$ cat src/rtl/rbcount_pkg.sv
// rbcount_sampler shared types and defaults.
// Imported by the synchronizer and the sampler top.
package rbcount_pkg;

  localparam int COUNT_W       = 4;
  localparam int SYNC_STAGES_D = 2;
  localparam int STABLE_CNT_D  = 2;
  localparam int WRAP_W_D      = 8;

  typedef enum logic [1:0] {
    IDLE,
    CAPTURE,
    HOLD
  } state_t;

endpackage

$ cat src/rtl/rbcount_sync.sv
// Multi-bit flop synchronizer, W bits x STAGES deep.
// Synchronous active-low reset clears every stage.
module rbcount_sync #(
  parameter int W      = 4,
  parameter int STAGES = 2
) (
  input  logic         clk,
  input  logic         rst,
  input  logic [W-1:0] i_d,
  output logic [W-1:0] o_q
);

  logic [W-1:0] r_ff [STAGES];

  // shift the asynchronous input through the stage chain
  always_ff @(posedge clk) begin
    if (!rst) begin
      for (int i = 0; i < STAGES; i++)
        r_ff[i] <= '0;
    end else begin
      r_ff[0] <= i_d;
      for (int i = 1; i < STAGES; i++)
        r_ff[i] <= r_ff[i-1];
    end
  end

  assign o_q = r_ff[STAGES-1];

endmodule

$ cat src/rtl/rbcount_sampler.sv
// Ripple-counter sampler: sync, stability filter,
// wrap accumulator and valid/ready snapshot FSM.
module rbcount_sampler
  import rbcount_pkg::*;
#(
  parameter int SYNC_STAGES = SYNC_STAGES_D,
  parameter int STABLE_CNT  = STABLE_CNT_D,
  parameter int WRAP_W      = WRAP_W_D
) (
  input  logic               clk,
  input  logic               rst,
  input  logic [COUNT_W-1:0] q_in,
  input  logic               snap_req,
  output logic               snap_valid,
  input  logic               snap_ready,
  output logic [COUNT_W-1:0] snap_count,
  output logic [WRAP_W-1:0]  snap_wraps,
  output logic               wrap_pulse,
  output logic               overflow
);

  localparam logic [2:0] RUN_MIN = 3'(STABLE_CNT - 1);
  localparam logic [WRAP_W-1:0] WMAX = '1;

  logic [COUNT_W-1:0] w_q_sync;
  logic [COUNT_W-1:0] r_prev;
  logic [COUNT_W-1:0] r_stable;
  logic [2:0]         r_run;
  logic [2:0]         w_held;
  logic               w_accept;
  logic               w_wrap;
  logic               r_wrap_pulse;
  logic [WRAP_W-1:0]  r_wraps;
  logic [WRAP_W-1:0]  w_base;
  logic               r_overflow;
  logic               w_hs;
  state_t             r_state;
  logic               r_valid;
  logic [COUNT_W-1:0] r_scount;
  logic [WRAP_W-1:0]  r_swraps;

  rbcount_sync #(
    .W      (COUNT_W),
    .STAGES (SYNC_STAGES)
  ) u_sync (
    .clk (clk),
    .rst (rst),
    .i_d (q_in),
    .o_q (w_q_sync)
  );

  // w_held = extra cycles the current q_sync has persisted
  assign w_held = (w_q_sync != r_prev) ? 3'd0 :
                  (r_run == 3'd7)      ? 3'd7 :
                                         r_run + 3'd1;
  assign w_accept = (w_held >= RUN_MIN) &&
                    (w_q_sync != r_stable);
  assign w_wrap = w_accept && (w_q_sync < r_stable);
  assign w_hs = r_valid && snap_ready;
  assign w_base = w_hs ? '0 : r_wraps;

  // stability filter and wrap strobe
  always_ff @(posedge clk) begin
    if (!rst) begin
      r_prev       <= '0;
      r_run        <= '0;
      r_stable     <= '0;
      r_wrap_pulse <= 1'b0;
    end else begin
      r_prev       <= w_q_sync;
      r_run        <= w_held;
      r_wrap_pulse <= w_wrap;
      if (w_accept)
        r_stable <= w_q_sync;
    end
  end

  // wrap accumulator: clear on read, then count
  always_ff @(posedge clk) begin
    if (!rst) begin
      r_wraps    <= '0;
      r_overflow <= 1'b0;
    end else if (w_wrap) begin
      if (w_base == WMAX)
        r_overflow <= 1'b1;
      else
        r_wraps <= w_base + WRAP_W'(1);
    end else begin
      r_wraps <= w_base;
    end
  end

  // snapshot FSM with registered outputs
  always_ff @(posedge clk) begin
    if (!rst) begin
      r_state  <= IDLE;
      r_valid  <= 1'b0;
      r_scount <= '0;
      r_swraps <= '0;
    end else begin
      unique case (r_state)
        IDLE: begin
          if (snap_req)
            r_state <= CAPTURE;
        end
        CAPTURE: begin
          r_scount <= r_stable;
          r_swraps <= r_wraps;
          r_valid  <= 1'b1;
          r_state  <= HOLD;
        end
        HOLD: begin
          if (snap_ready) begin
            r_valid <= 1'b0;
            r_state <= IDLE;
          end
        end
        default: begin
          r_valid <= 1'b0;
          r_state <= IDLE;
        end
      endcase
    end
  end

  assign snap_valid = r_valid;
  assign snap_count = r_scount;
  assign snap_wraps = r_swraps;
  assign wrap_pulse = r_wrap_pulse;
  assign overflow   = r_overflow;

endmodule

$ cat config.mk
export PLATFORM = sky130hd
export DESIGN_NAME = rbcount_sampler
export DESIGN_NICKNAME = d
export VERILOG_FILES = /design/src/rtl/rbcount_pkg.sv /design/src/rtl/rbcount_sync.sv /design/src/rtl/rbcount_sampler.sv
export SDC_FILE = /design/constraint.sdc
export NUM_CORES = 1
export LEC_CHECK = 0
export CORE_AREA = 2 2 67 69
export DETAILED_ROUTE_END_ITERATION = 10
export DIE_AREA = 0 0 69 71
export PLACE_DENSITY = 0.66
export SETUP_SLACK_MARGIN = 0.3
export SLEW_MARGIN = 25
export SYNTH_ARGS = -nofsm -noshare
export SYNTH_HDL_FRONTEND = slang
export SYNTH_SLANG_ARGS = --single-unit
$ cat constraint.sdc
create_clock -name clk -period 3.8 [get_ports clk]
set_clock_uncertainty 0.1 [all_clocks]
set_input_delay 0.76 -clock clk [delete_from_list [all_inputs] [get_ports clk]]
set_output_delay 0.76 -clock clk [all_outputs]
set_load 0.01 [all_outputs]
# ---- Word level (Yosys, flattened, before mapping)
# Memory sizes are Yosys's and may differ from the RTL's.
# Index checks and enable logic that the tools add are counted.
dict set report totals {
  regBits 36
  ramBits 8
  output_inout_bits 15
  memories 1
}
# name words word_bits read_ports rd_ports_with_merged_regs write_ports line_no
set mem_list {}
lappend mem_list {u_sync.r_ff 2 4 2 0 2 rbcount_sync.sv:13} ;# logic [W-1:0] r_ff [STAGES];
dict set report classes {
  addsub 2
  magnitude_cmp 2
  n_eq_ne 9
  mux 14
  bitwise_logic 3
  reduce_logical 7
}
# cell n
set op_table {}
lappend op_table {{8-bit two-way mux} 3}
lappend op_table {{8-bit by 1-bit adder with 8-bit output, second input constant} 1}
lappend op_table {{8-bit equality test, second input constant} 1}
lappend op_table {{4-bit two-way mux} 2}
lappend op_table {{4-bit inequality test} 2}
lappend op_table {{3-bit two-way mux} 2}
lappend op_table {{2-bit inequality test, second input constant} 3}
lappend op_table {{2-bit case mux with 3 select lines} 1}
lappend op_table {{2-bit AND reduction} 3}
lappend op_table {{4-bit < comparator} 1}
lappend op_table {{2-bit two-way mux} 2}
lappend op_table {{3-bit by 1-bit adder with 3-bit output, second input constant} 1}
lappend op_table {{3-bit equality test, second input constant} 1}
lappend op_table {{3-bit by 1-bit >= comparator with 1-bit output, second input constant} 1}
lappend op_table {{1-bit logical AND} 3}
lappend op_table {{1-bit two-way mux} 3}
lappend op_table {{1-bit case mux with 3 select lines} 1}
lappend op_table {{2-bit by 1-bit equality test with 1-bit output, second input constant} 1}
lappend op_table {{2-bit equality test, second input constant} 1}
lappend op_table {{2-bit logical NOT} 1}
lappend op_table {{1-bit OR} 2}
lappend op_table {{1-bit inverter} 1}

# ---- Longest topological paths before layout
# Gate-level depths: netlist (run 1).
dict set report logic_depth {
  word_depth 7
  mapped_depth 8
  depth_no_buf 7
}

# ---- By module
# A second synthesis (run 1) with hierarchy kept.
dict set report unflattened {
  hier_cells 201
  area_unflattened_um2 1824.2
}
# module n_inst cells_per_inst area_each_um2 seq_area_each_um2
set by_module_without_submodules {}
lappend by_module_without_submodules {rbcount_sampler 1 181 1584.0 720.7}
lappend by_module_without_submodules {rbcount_sync 1 20 240.2 160.2}

# ---- Least setup slack after synthesis (run 1)
# Ideal clock, no wire load.
dict set report synth_path {
  path_type {input to register}
  start {in snap_ready}
  end {reg r_wraps[4]}
  setup_time_ns 0.086
  arrival_ns 2.044
  slack_ns 1.571
  cell_stages 7
  n_path_buf 0
  path_cell_list {nand2_1 and2_1 ha_1 nand4_1 nand2b_1 and4_1 a211oi_1}
}
dict set report synth_via {
  elab_chain_len 5
}
# item line_no
set synth_lines {}
lappend synth_lines {{start: declaration} rbcount_sampler.sv:15} ;# input logic snap_ready,
lappend synth_lines {{1-bit logical AND *} rbcount_sampler.sv:59} ;# assign w_hs = r_valid && snap_ready;
lappend synth_lines {{8-bit two-way mux *} rbcount_sampler.sv:60} ;# assign w_base = w_hs ? '0 : r_wraps;
lappend synth_lines {{8-bit by 1-bit adder with 8-bit output} rbcount_sampler.sv:87} ;# r_wraps <= w_base + WRAP_W'(1);
lappend synth_lines {{8-bit two-way mux} rbcount_sampler.sv:84} ;# if (w_base == WMAX)
lappend synth_lines {{8-bit two-way mux} rbcount_sampler.sv:83} ;# end else if (w_wrap) begin
lappend synth_lines {{end signal: assignment} rbcount_sampler.sv:87}
lappend synth_lines {{end signal: assignment} rbcount_sampler.sv:89} ;# r_wraps <= w_base;
lappend synth_lines {{end: declaration} rbcount_sampler.sv:33} ;# logic [WRAP_W-1:0] r_wraps;
# Every way passes the cells marked *; elsewhere a longest branch is shown, timed or not. The select of a mux whose other input is x is not followed.
# A chain may end at the register's enable or synchronous reset.

# ---- Worst setup path in the final report (run 1)
# Ends and elaborated chain as after synthesis.

==> results.toml, run 1 <==
[clocking]
ctsResizeCount = 0
cts-htree-levels = 2
cts_buffers = 5
cts.clk_slew.worst_paths_ps = 80
clock_sinks = 44
cts_tree = "yes"
clockBufferDepth = 2
root_buffer = "clkbuf_8"
holdBufCountCts = 0
clkLatencyLatePin_ps = 290
cts_setup_buffers = 0

[critical_path]
crit_arrival_ps = 2820
r2r-end = "r_wraps[2]"
worst-path-buf-inv = 1
endpoint_kind = "flop"
critical_path_class = "input port to flop"
cp-start-kind = "input port"
r2r_cells = 6
crit_chain = "clkdlybuf4s50_1, nand2_1, and2_1, ha_1, nand4_1, nand2b_1, and4_1, a211oi_1"
required_ps = 3910
critPathMaxStageDelay_ps = 460
cpMaxStageDelayCell = "clkdlybuf4s50_1"
r2r_slack_ps = 1660
critPathMaxFanout = 9
path_delay_family = "simple AND/OR/NAND/NOR gates"
r2r_start = "r_run[0]"

[placed_design]
portBuffers = 22
pre_cts_slack_ps = 861
post_dp_cell_area_mm2 = 0.00205
gp_congestion = 0.830
dp_hpwl_um = 2290
dpl.cell_count = 266

[final_layout]
stdcell_count = 274
nNetsFinal = 235
final_area_mm2 = 0.00216
fin_util_pct = 51.4
final_layout_size_suffix_gt1_share_pct = 6.76
nFillCells = 426
area_growth_pct = 19.5
n_antenna_cell = 0

[sta]
finalSetupViolations = 0
finalHoldViolCount = 0
final_max_slew_viol_count = 0
layout_min_cycle_time_ps = 2710
tightest_slew_ps = 860
relSlewSlack_pct = 42.5
post-route-period-util_pct = 71.3
tns_ps = 0
rsz0062_at_grt = "false"
max_freq_mhz = 369
setup_ws_ps = 1090

[pwr]
ir_drop_uv = 231
p_per_area_mw_per_mm2 = 419
power.switching_uw = 205
p_sw_share_pct = 22.6
leakagePower_nw = 0.832
p_clk_share_pct = 37.8
power.internal_uw = 702
seq_power_share_pct = 53.1
power.share.combinational_pct = 9.1

[status]
outcome = "finished clean"

[yosys]
synth-async-reset-ratio_pct = 0
yosys_warnings = 0
synth.avg_cell_area_um2 = 9.05
synth_area_mm2 = 0.00181
synth_edf_count = 0
yosys-top-cells-area = "dfxtp_1 49%, a21oi_1 7.5%, nand2_1 6.8%"
synth.most_common_cell = "dfxtp_1"
synth_top_flop_cell = "dfxtp_1"
synth_common_cells = "44 x dfxtp_1, 33 x nand2_1, 27 x a21oi_1, 14 x and2_1, 13 x nor2_1"
netlist_instances = 200
yosysTopAreaCellShare_pct = 48.7
yosys_register_bits = 44
synth_nets = 214
ys_seq_area_share_pct = 48.7
synth_area_leader_cell = "dfxtp_1"
synth_cell_types = 39

[global_route]
grt_pass1_vias = 1258
grt_pass1_wl_um = 5880
track_usage_pct = 14.9
grt-ovfl-total = 0
grt_max_degree = 22
antenna_found_initial = 0

[detailed_routing]
drt_iter0_markers = 73
viasPerCell = 5.07
wirelength_um = 3290
ant_nets = 0
drc = 0
drtPass1Iterations = 4
via_count = 1390
wire_per_inst_um = 12.0

[min_path]
hp-class = "flop to flop"
holdPathStages = 1
min_from = "u_sync.r_ff[0][0]"
whs_endpoint = "u_sync.r_ff[0][4]"

[die]
ios = 23
design.core.area_mm2 = 0.00420
die_w_um = 69
start_util_pct = 43.0
num_rows = 24
die-area_mm2 = 0.00490
die_height_um = 71

[job]
maxCapViolations = 0
[worst reg2reg max path: stages (launching register included)]
cell and delay [ps]:
dfxtp_1 340, ha_1 340, nor4b_2 390, a41oi_2 140, and4_1 340, and3_1 210
o32ai_1 200
[routing by layer]
layer	wire length, µm	vias up	GRT usage, %
li1	-	735	-
met1	1620	616	20.2
met2	1480	35	22.5
met3	143	4	4.42
met4	42	0	5.23
met5	0	-	0
[state kept, by name, summed over array words and instances (netlist names)]
signal,cells
overflow,1
r_prev,4
r_stable,4
snap_valid,1
r_wraps,8
snap_wraps,8
u_sync.r_ff,8
r_run,3
wrap_pulse,1
snap_count,4
r_state,2
[kinds of logic (layout without fill, tap and decap cells)]
| logic type | count (synthesis) | after routing | share of synthesized area [%] |
|---|---|---|---|
| buffers and inverters | 15 | 37 | 3.87 |
| multiplexers | 1 | 1 | 0.553 |
| XOR/XNOR | 4 | 4 | 1.94 |
| AO/OA/AOI/OAI | 40 | 40 | 13.6 |
| flip-flops | 44 | 44 | 48.7 |
| AND/OR/NAND/NOR | 90 | 90 | 27.2 |
| adder cells (fa/ha/maj) | 6 | 6 | 4.15 |
[worst max path at each step]
| stage | startpoint | endpoint | slack (ps) | cells after the start |
|---|---|---|---|---|
| 6_report | snap_ready | r_wraps[4] | 1090 | 8 |
| 5_1_grt | snap_ready | r_wraps[2] | 910 | 8 |
| 4_1_cts | snap_ready | r_wraps[4] | 1140 | 8 |
| 3_5_place_dp | snap_ready | r_wraps[4] | 860 | 8 |
| 3_3_place_gp | snap_ready | r_wraps[4] | 930 | 8 |
| 2_1_floorplan | snap_ready | r_wraps[4] | 1570 | 7 |
[power by group through the flow]
stage,combinational [mW],sequential (mW),clock (mW)
after floorplan,0.0623,0.491,0
after global placement,0.0810,0.492,0
after detailed placement,0.0828,0.492,0
after CTS,0.0834,0.482,0.354
after global routing,0.0927,0.484,0.376
final,0.0823,0.482,0.343
[cells in the final DEF, fill, tap and decap left out, types with 2 or more instances in the layout]
master           netlist  routed
o21ai_0                2       2
dfxtp_1               44      44
or4_1                  2       2
xor2_1                 4       4
nor2_1                13      13
and2_2                 2       2
ha_1                   6       6
inv_1                  6       6
nand2_1               33      33
and4_1                 4       4
nor2b_1                2       2
nand2b_1               3       3
clkbuf_8               0       5
nand3_1                7       7
clkdlybuf4s50_1        0      22
nand4_1                3       3
a21oi_1               27      27
o2111ai_1              2       2
and2_1                14      14
[layout make-up]
| cell class | count | area (µm²) | share of cell area, % |
|---|---|---|---|
| Sequential cell | 44 | 881 | 40.7 |
| Multi-Input combinational cell | 141 | 858 | 39.7 |
| Timing Repair Buffer | 23 | 228 | 10.5 |
| Clock buffer | 6 | 72.6 | 3.36 |
| Tap cell | 52 | 65.1 | 3.01 |
| Clock inverter | 2 | 35.0 | 1.62 |
| Inverter | 6 | 22.5 | 1.04 |
[metrics by stage]
| stage | total power [mW] | hold slack (ps) |
|---|---|---|
| detailed placement | 0.575 | 319 |
| CTS | 0.919 | 338 |
| floorplan | 0.553 | 312 |
| global placement | 0.573 | 314 |
| finish | 0.907 | 335 |
| global route | 0.953 | 354 |
(Power assumes the default switching activity.)
==> run 2: changes to the inputs <==
==> constraint.sdc (replaced) <==
create_clock -name clk -period 2.51 [get_ports clk]
set_clock_uncertainty 0.1 [all_clocks]
set_input_delay 0.502 -clock clk [delete_from_list [all_inputs] [get_ports clk]]
set_output_delay 0.502 -clock clk [all_outputs]
set_load 0.01 [all_outputs]
==> run 2 against run 1 <==
Against the previous run:
- die area did not move
- non-clock buffer count rose by 9
- core utilization rose by 1.7 points
- cell area rose by 3.3%
- clock power rose by 36%
- count of clock-buffer cells in the layout rose by 1
- total power rose by 48%
- sequential cell count did not move
- via count rose by 3.9%
- worst hold slack got worse by 3.1 ps
- first-iteration DRC count fell by 22%
- register-to-register slack got worse by 1300 ps
- critical path type is now flop to flop
- critical endpoint is now r_wraps[3]
- highest routed layer unchanged
==> results.toml, run 2 (synthesis results as in run 1) <==
[critical_path]
cp-start-kind = "flop"
r2r_cells = 8
cp.depth = 8
cp-startpoint = "r_stable[1]"
critPathMaxStageDelay_ps = 530
r2r_slack_ps = 390
crit_arrival_ps = 2260
path_delay_family = "simple AND/OR/NAND/NOR gates"
worst-path-buf-inv = 2
cpMaxStageDelayCell = "or4_4"
required_ps = 2650
critical_path_class = "flop to flop"
critPathMaxFanout = 9
r2r-end = "r_wraps[3]"
crit_chain = "inv_1, ha_1, nor2b_1, o211ai_1, buf_4, nand4_4, or4_4, nand3_1"
endpoint_kind = "flop"
r2r_start = "r_stable[1]"

[detailed_routing]
drtPass1Iterations = 4
wire_per_inst_um = 12.3
drt_iter0_markers = 57
ant_nets = 0
drc = 0
via_count = 1444
viasPerCell = 5.12
wirelength_um = 3470

[global_route]
grt_pass1_vias = 1327
antenna_found_initial = 0
track_usage_pct = 15.3
grt-ovfl-total = 0
grt_pass1_wl_um = 6000
grt_max_degree = 15

[pwr]
power.share.combinational_pct = 10.7
p_sw_share_pct = 23.4
power.internal_mw = 1.02
ir_drop_uv = 410
p_per_area_mw_per_mm2 = 599
p_clk_share_pct = 34.8
power.switching_uw = 313
leakagePower_nw = 0.872
seq_power_share_pct = 54.5

[die]
num_rows = 24
start_util_pct = 43.0
ios = 23
die_height_um = 71
die_w_um = 69
die-area_mm2 = 0.00490
design.core.area_mm2 = 0.00420

[sta]
tns_ps = 0
rsz0062_at_grt = "false"
layout_min_cycle_time_ps = 2120
finalSetupViolations = 0
finalHoldViolCount = 0
post-route-period-util_pct = 84.3
final_max_slew_viol_count = 0
max_freq_mhz = 472
tightest_slew_ps = 528
relSlewSlack_pct = 64.8

[final_layout]
nNetsFinal = 244
area_growth_pct = 23.4
nFillCells = 417
final_layout_size_suffix_gt1_share_pct = 10.9
stdcell_count = 282
fin_util_pct = 53.1
mostFrequentLayoutCells = "44 x dfxtp_1, 33 x nand2_1, 27 x a21oi_1"
n_antenna_cell = 0
final_common_cell = "dfxtp_1"
final_area_mm2 = 0.00223

[placed_design]
dp_hpwl_um = 2380
portBuffers = 22
post_dp_cell_area_mm2 = 0.00210
dpl.cell_count = 272
gp_congestion = 0.868

[min_path]
hp-class = "flop to flop"
whs_endpoint = "u_sync.r_ff[0][6]"
holdPathStages = 1
min_from = "u_sync.r_ff[0][2]"

[clocking]
cts-htree-levels = 2
cts.clk_slew.worst_paths_ps = 70
clkLatencyLatePin_ps = 300
root_buffer = "clkbuf_8"
clock_sinks = 44
clockBufferDepth = 2
cts_buffers = 5
cts_tree = "yes"

[status]
outcome = "finished clean"

[job]
maxCapViolations = 0
run 2: repair_timing:
item | in CTS | in global routing
buffers inserted | 0 | 3
gates resized for setup | 0 | 2
setup endpoints to repair | 0 | 4
hold buffers | 0 | 0
run 2: cell type report:
class	count	area [µm²]	share of cell area, %
clock buffers	7	96.3	4.31
inverters	6	22.5	1.01
multi-input cells	141	873	39.1
flip-flops and latches	44	881	39.4
well taps	52	65.1	2.91
repair buffers	32	295	13.2
run 2: worst max-delay path by stage:
stage | end
final | r_wraps[3]
after global routing | r_wraps[3]
after CTS | r_wraps[5]
after detailed placement | r_wraps[4]
after global placement | r_wraps[4]
after floorplan | r_wraps[4]
run 2: layer usage:
| metal | vias up | track usage, % | share of wire [%] |
|---|---|---|---|
| met1 | 654 | 19.4 | 47 |
| met3 | 5 | 4.27 | 5.1 |
| li1 | 750 | - | - |
| met5 | - | 0 | 0 |
| met4 | 0 | 7.19 | 1.9 |
| met2 | 35 | 24.3 | 45 |
run 2: stage by stage:
stage	setup slack [ps]	hold slack [ps]	total power, mW
floorplan	539	312	0.837
global placement	235	315	0.874
detailed placement	156	318	0.876
CTS	390	337	1.34
global route	281	362	1.40
finish	394	332	1.34
run 2: power by group through the flow:
stage / clock [mW] / combinational (mW) / sequential, mW
after floorplan: 0 / 0.0943 / 0.743
after global placement: 0 / 0.129 / 0.744
after detailed placement: 0 / 0.131 / 0.745
after CTS: 0.482 / 0.132 / 0.728
after global routing: 0.511 / 0.160 / 0.731
final: 0.466 / 0.143 / 0.729
==> run 3: changes to the inputs <==
--- a/config.mk
+++ b/config.mk
@@ -8,7 +8,7 @@
 export CORE_AREA = 2 2 67 69
 export DETAILED_ROUTE_END_ITERATION = 10
 export DIE_AREA = 0 0 69 71
-export PLACE_DENSITY = 0.66
+export PLACE_DENSITY = 0.69
 export SETUP_SLACK_MARGIN = 0.3
 export SLEW_MARGIN = 25
 export SYNTH_ARGS = -nofsm -noshare
==> constraint.sdc (replaced) <==
create_clock -name clk -period 1.7 [get_ports clk]
set_clock_uncertainty 0.1 [all_clocks]
set_input_delay 0.34 -clock clk [delete_from_list [all_inputs] [get_ports clk]]
set_output_delay 0.34 -clock clk [all_outputs]
set_load 0.01 [all_outputs]
==> run 3 against run 2 <==
Against the previous run:
- the flow now finishes with violations (negative setup slack)
- cell area up 13%
- sequential cell count unchanged
- via count up 6.6%
- setup slack got worse by 580 ps
- sequential power grew 48%
- first-iteration DRC count up 26%
- core utilization up 7.1 points
- final cell count rose by 8.5%
- total power up 63%
- worst hold slack better by 6.6 ps
- sequential share of layout area fell by 4.2 points
- critical path depth is 1 lower
- critical path type unchanged
- highest routed layer unchanged
==> results.toml, run 3 (synthesis results as in run 1) <==
[critical_path]
r2r-end = "r_wraps[5]"
cp-start-kind = "flop"
crit_arrival_ps = 2030
r2r_slack_ps = -180
critical_path_class = "flop to flop"
endpoint_kind = "flop"
critPathMaxFanout = 6
required_ps = 1840
r2r_cells = 7
r2r_start = "u_sync.r_ff[0][5]"

[detailed_routing]
via_count = 1539
ant_nets = 0
drtPass1Iterations = 4
wirelength_um = 3890
wire_per_inst_um = 12.7
drc = 0
viasPerCell = 5.03
drt_iter0_markers = 72

[status]
failed_checks = "negative setup slack"
outcome = "complete, but fails checks"

[clocking]
clkLatencyLatePin_ps = 300
clock_sinks = 44
cts_tree = "yes"
holdBufCountCts = 0
root_buffer = "clkbuf_8"
cts_buffers = 5
clockBufferDepth = 2
cts.clk_slew.worst_paths_ps = 90
cts-htree-levels = 2

[pwr]
p_per_area_mw_per_mm2 = 862
ir_drop_uv = 557
leakagePower_nw = 1.07

[placed_design]
dp_hpwl_um = 2620
portBuffers = 22
gp_congestion = 0.860
dpl.cell_count = 294
post_dp_cell_area_mm2 = 0.00232

[final_layout]
fin_util_pct = 60.2
final_area_mm2 = 0.00253
stdcell_count = 306
nFillCells = 383
final_layout_size_suffix_gt1_share_pct = 30.3
mostFrequentLayoutCells = "37 x dfxtp_1, 32 x nand2_1, 30 x buf_4"
final_common_cell = "dfxtp_1"
n_antenna_cell = 0
multi_input_area_um2 = 986
area_growth_pct = 39.8
seqCellArea_um2 = 892
nNetsFinal = 267

[min_path]
min_from = "u_sync.r_ff[0][1]"
holdPathStages = 1
hp-class = "flop to flop"
whs_endpoint = "u_sync.r_ff[0][5]"

[sta]
setup_ws_ps = -182
layout_min_cycle_time_ps = 1880
post-route-period-util_pct = 111
final_max_slew_viol_count = 0
finalHoldViolCount = 0
finalSetupViolations = 13
rsz0062_at_grt = "true"
relSlewSlack_pct = 77.8
max_freq_mhz = 531
tightest_slew_ps = 330
timing.hold.ws_ps = 338

[die]
die-area_mm2 = 0.00490
start_util_pct = 43.0
num_rows = 24
ios = 23
design.core.area_mm2 = 0.00420
die_w_um = 69
die_height_um = 71

[global_route]
track_usage_pct = 17.0
grt_pass1_wl_um = 6630
grt_pass1_vias = 1437
antenna_found_initial = 0
grt_max_degree = 24
grt-ovfl-total = 0

[job]
maxCapViolations = 0
==> run 3: layer usage <==
layer / part of all wire (%) / up-vias / wire [µm] / track usage (%)
met4: 2.5 / 0 / 97 / 8.50
li1: - / 798 / - / -
met2: 45 / 32 / 1740 / 25.6
met5: 0 / - / 0 / 0
met3: 3.6 / 10 / 141 / 4.56
met1: 49 / 699 / 1910 / 22.6
==> run 3: stage by stage <==
stage | TNS [ps] | total power, mW | setup slack [ps]
finish | -1570 | 2.18 | -182
global route | -2870 | 2.27 | -308
CTS | -1180 | 2.17 | -191
detailed placement | -3460 | 1.36 | -436
global placement | -2750 | 1.36 | -363
floorplan | -531 | 1.25 | -98.8
==> run 3: timing repair <==
| action | CTS | global route |
|---|---|---|
| pin swaps | 4 | 5 |
| endpoints found under the setup margin | 32 | 28 |
| buffers inserted | 3 | 1 |
| resized for setup | 28 | 15 |
==> run 3: final cells by class <==
cell class              count  share of cell area (%)
well taps                  52                    2.57
repair buffers             55                    17.9
inverters                   6                   0.890
clock inverters             3                    1.68
multi-input cells         141                    39.0
flip-flops and latches     44                    35.3
clock buffers               5                    2.72
==> run 3: where the power goes <==
group | internal, mW | switching, mW | total (mW)
Combinational | 0.159 | 0.148 | 0.307
Sequential | 1.06 | 0.0192 | 1.08
Clock | 0.435 | 0.362 | 0.796
Total | 1.65 | 0.529 | 2.18
==> run 3: worst max path at each step <==
stage / start / depth (start not counted) / slack [ps] / end
CTS: u_sync.r_ff[0][5] / 7 / -190 / r_wraps[5]
floorplan: u_sync.r_ff[0][5] / 7 / -100 / r_wraps[2]
detailed placement: snap_ready / 8 / -440 / r_wraps[2]
global placement: snap_ready / 8 / -360 / r_wraps[2]
finish: u_sync.r_ff[0][5] / 7 / -180 / r_wraps[5]
global route: r_stable[1] / 8 / -310 / r_wraps[5]
==> run 3: worst max-delay path, cell delays in order (launching register included) <==
cell	delay [ps]
dfxtp_4	370
ha_4	240
nor2b_1	120
o211ai_1	200
buf_4	160
nand4_4	130
or4_1	430
nand3_1	80
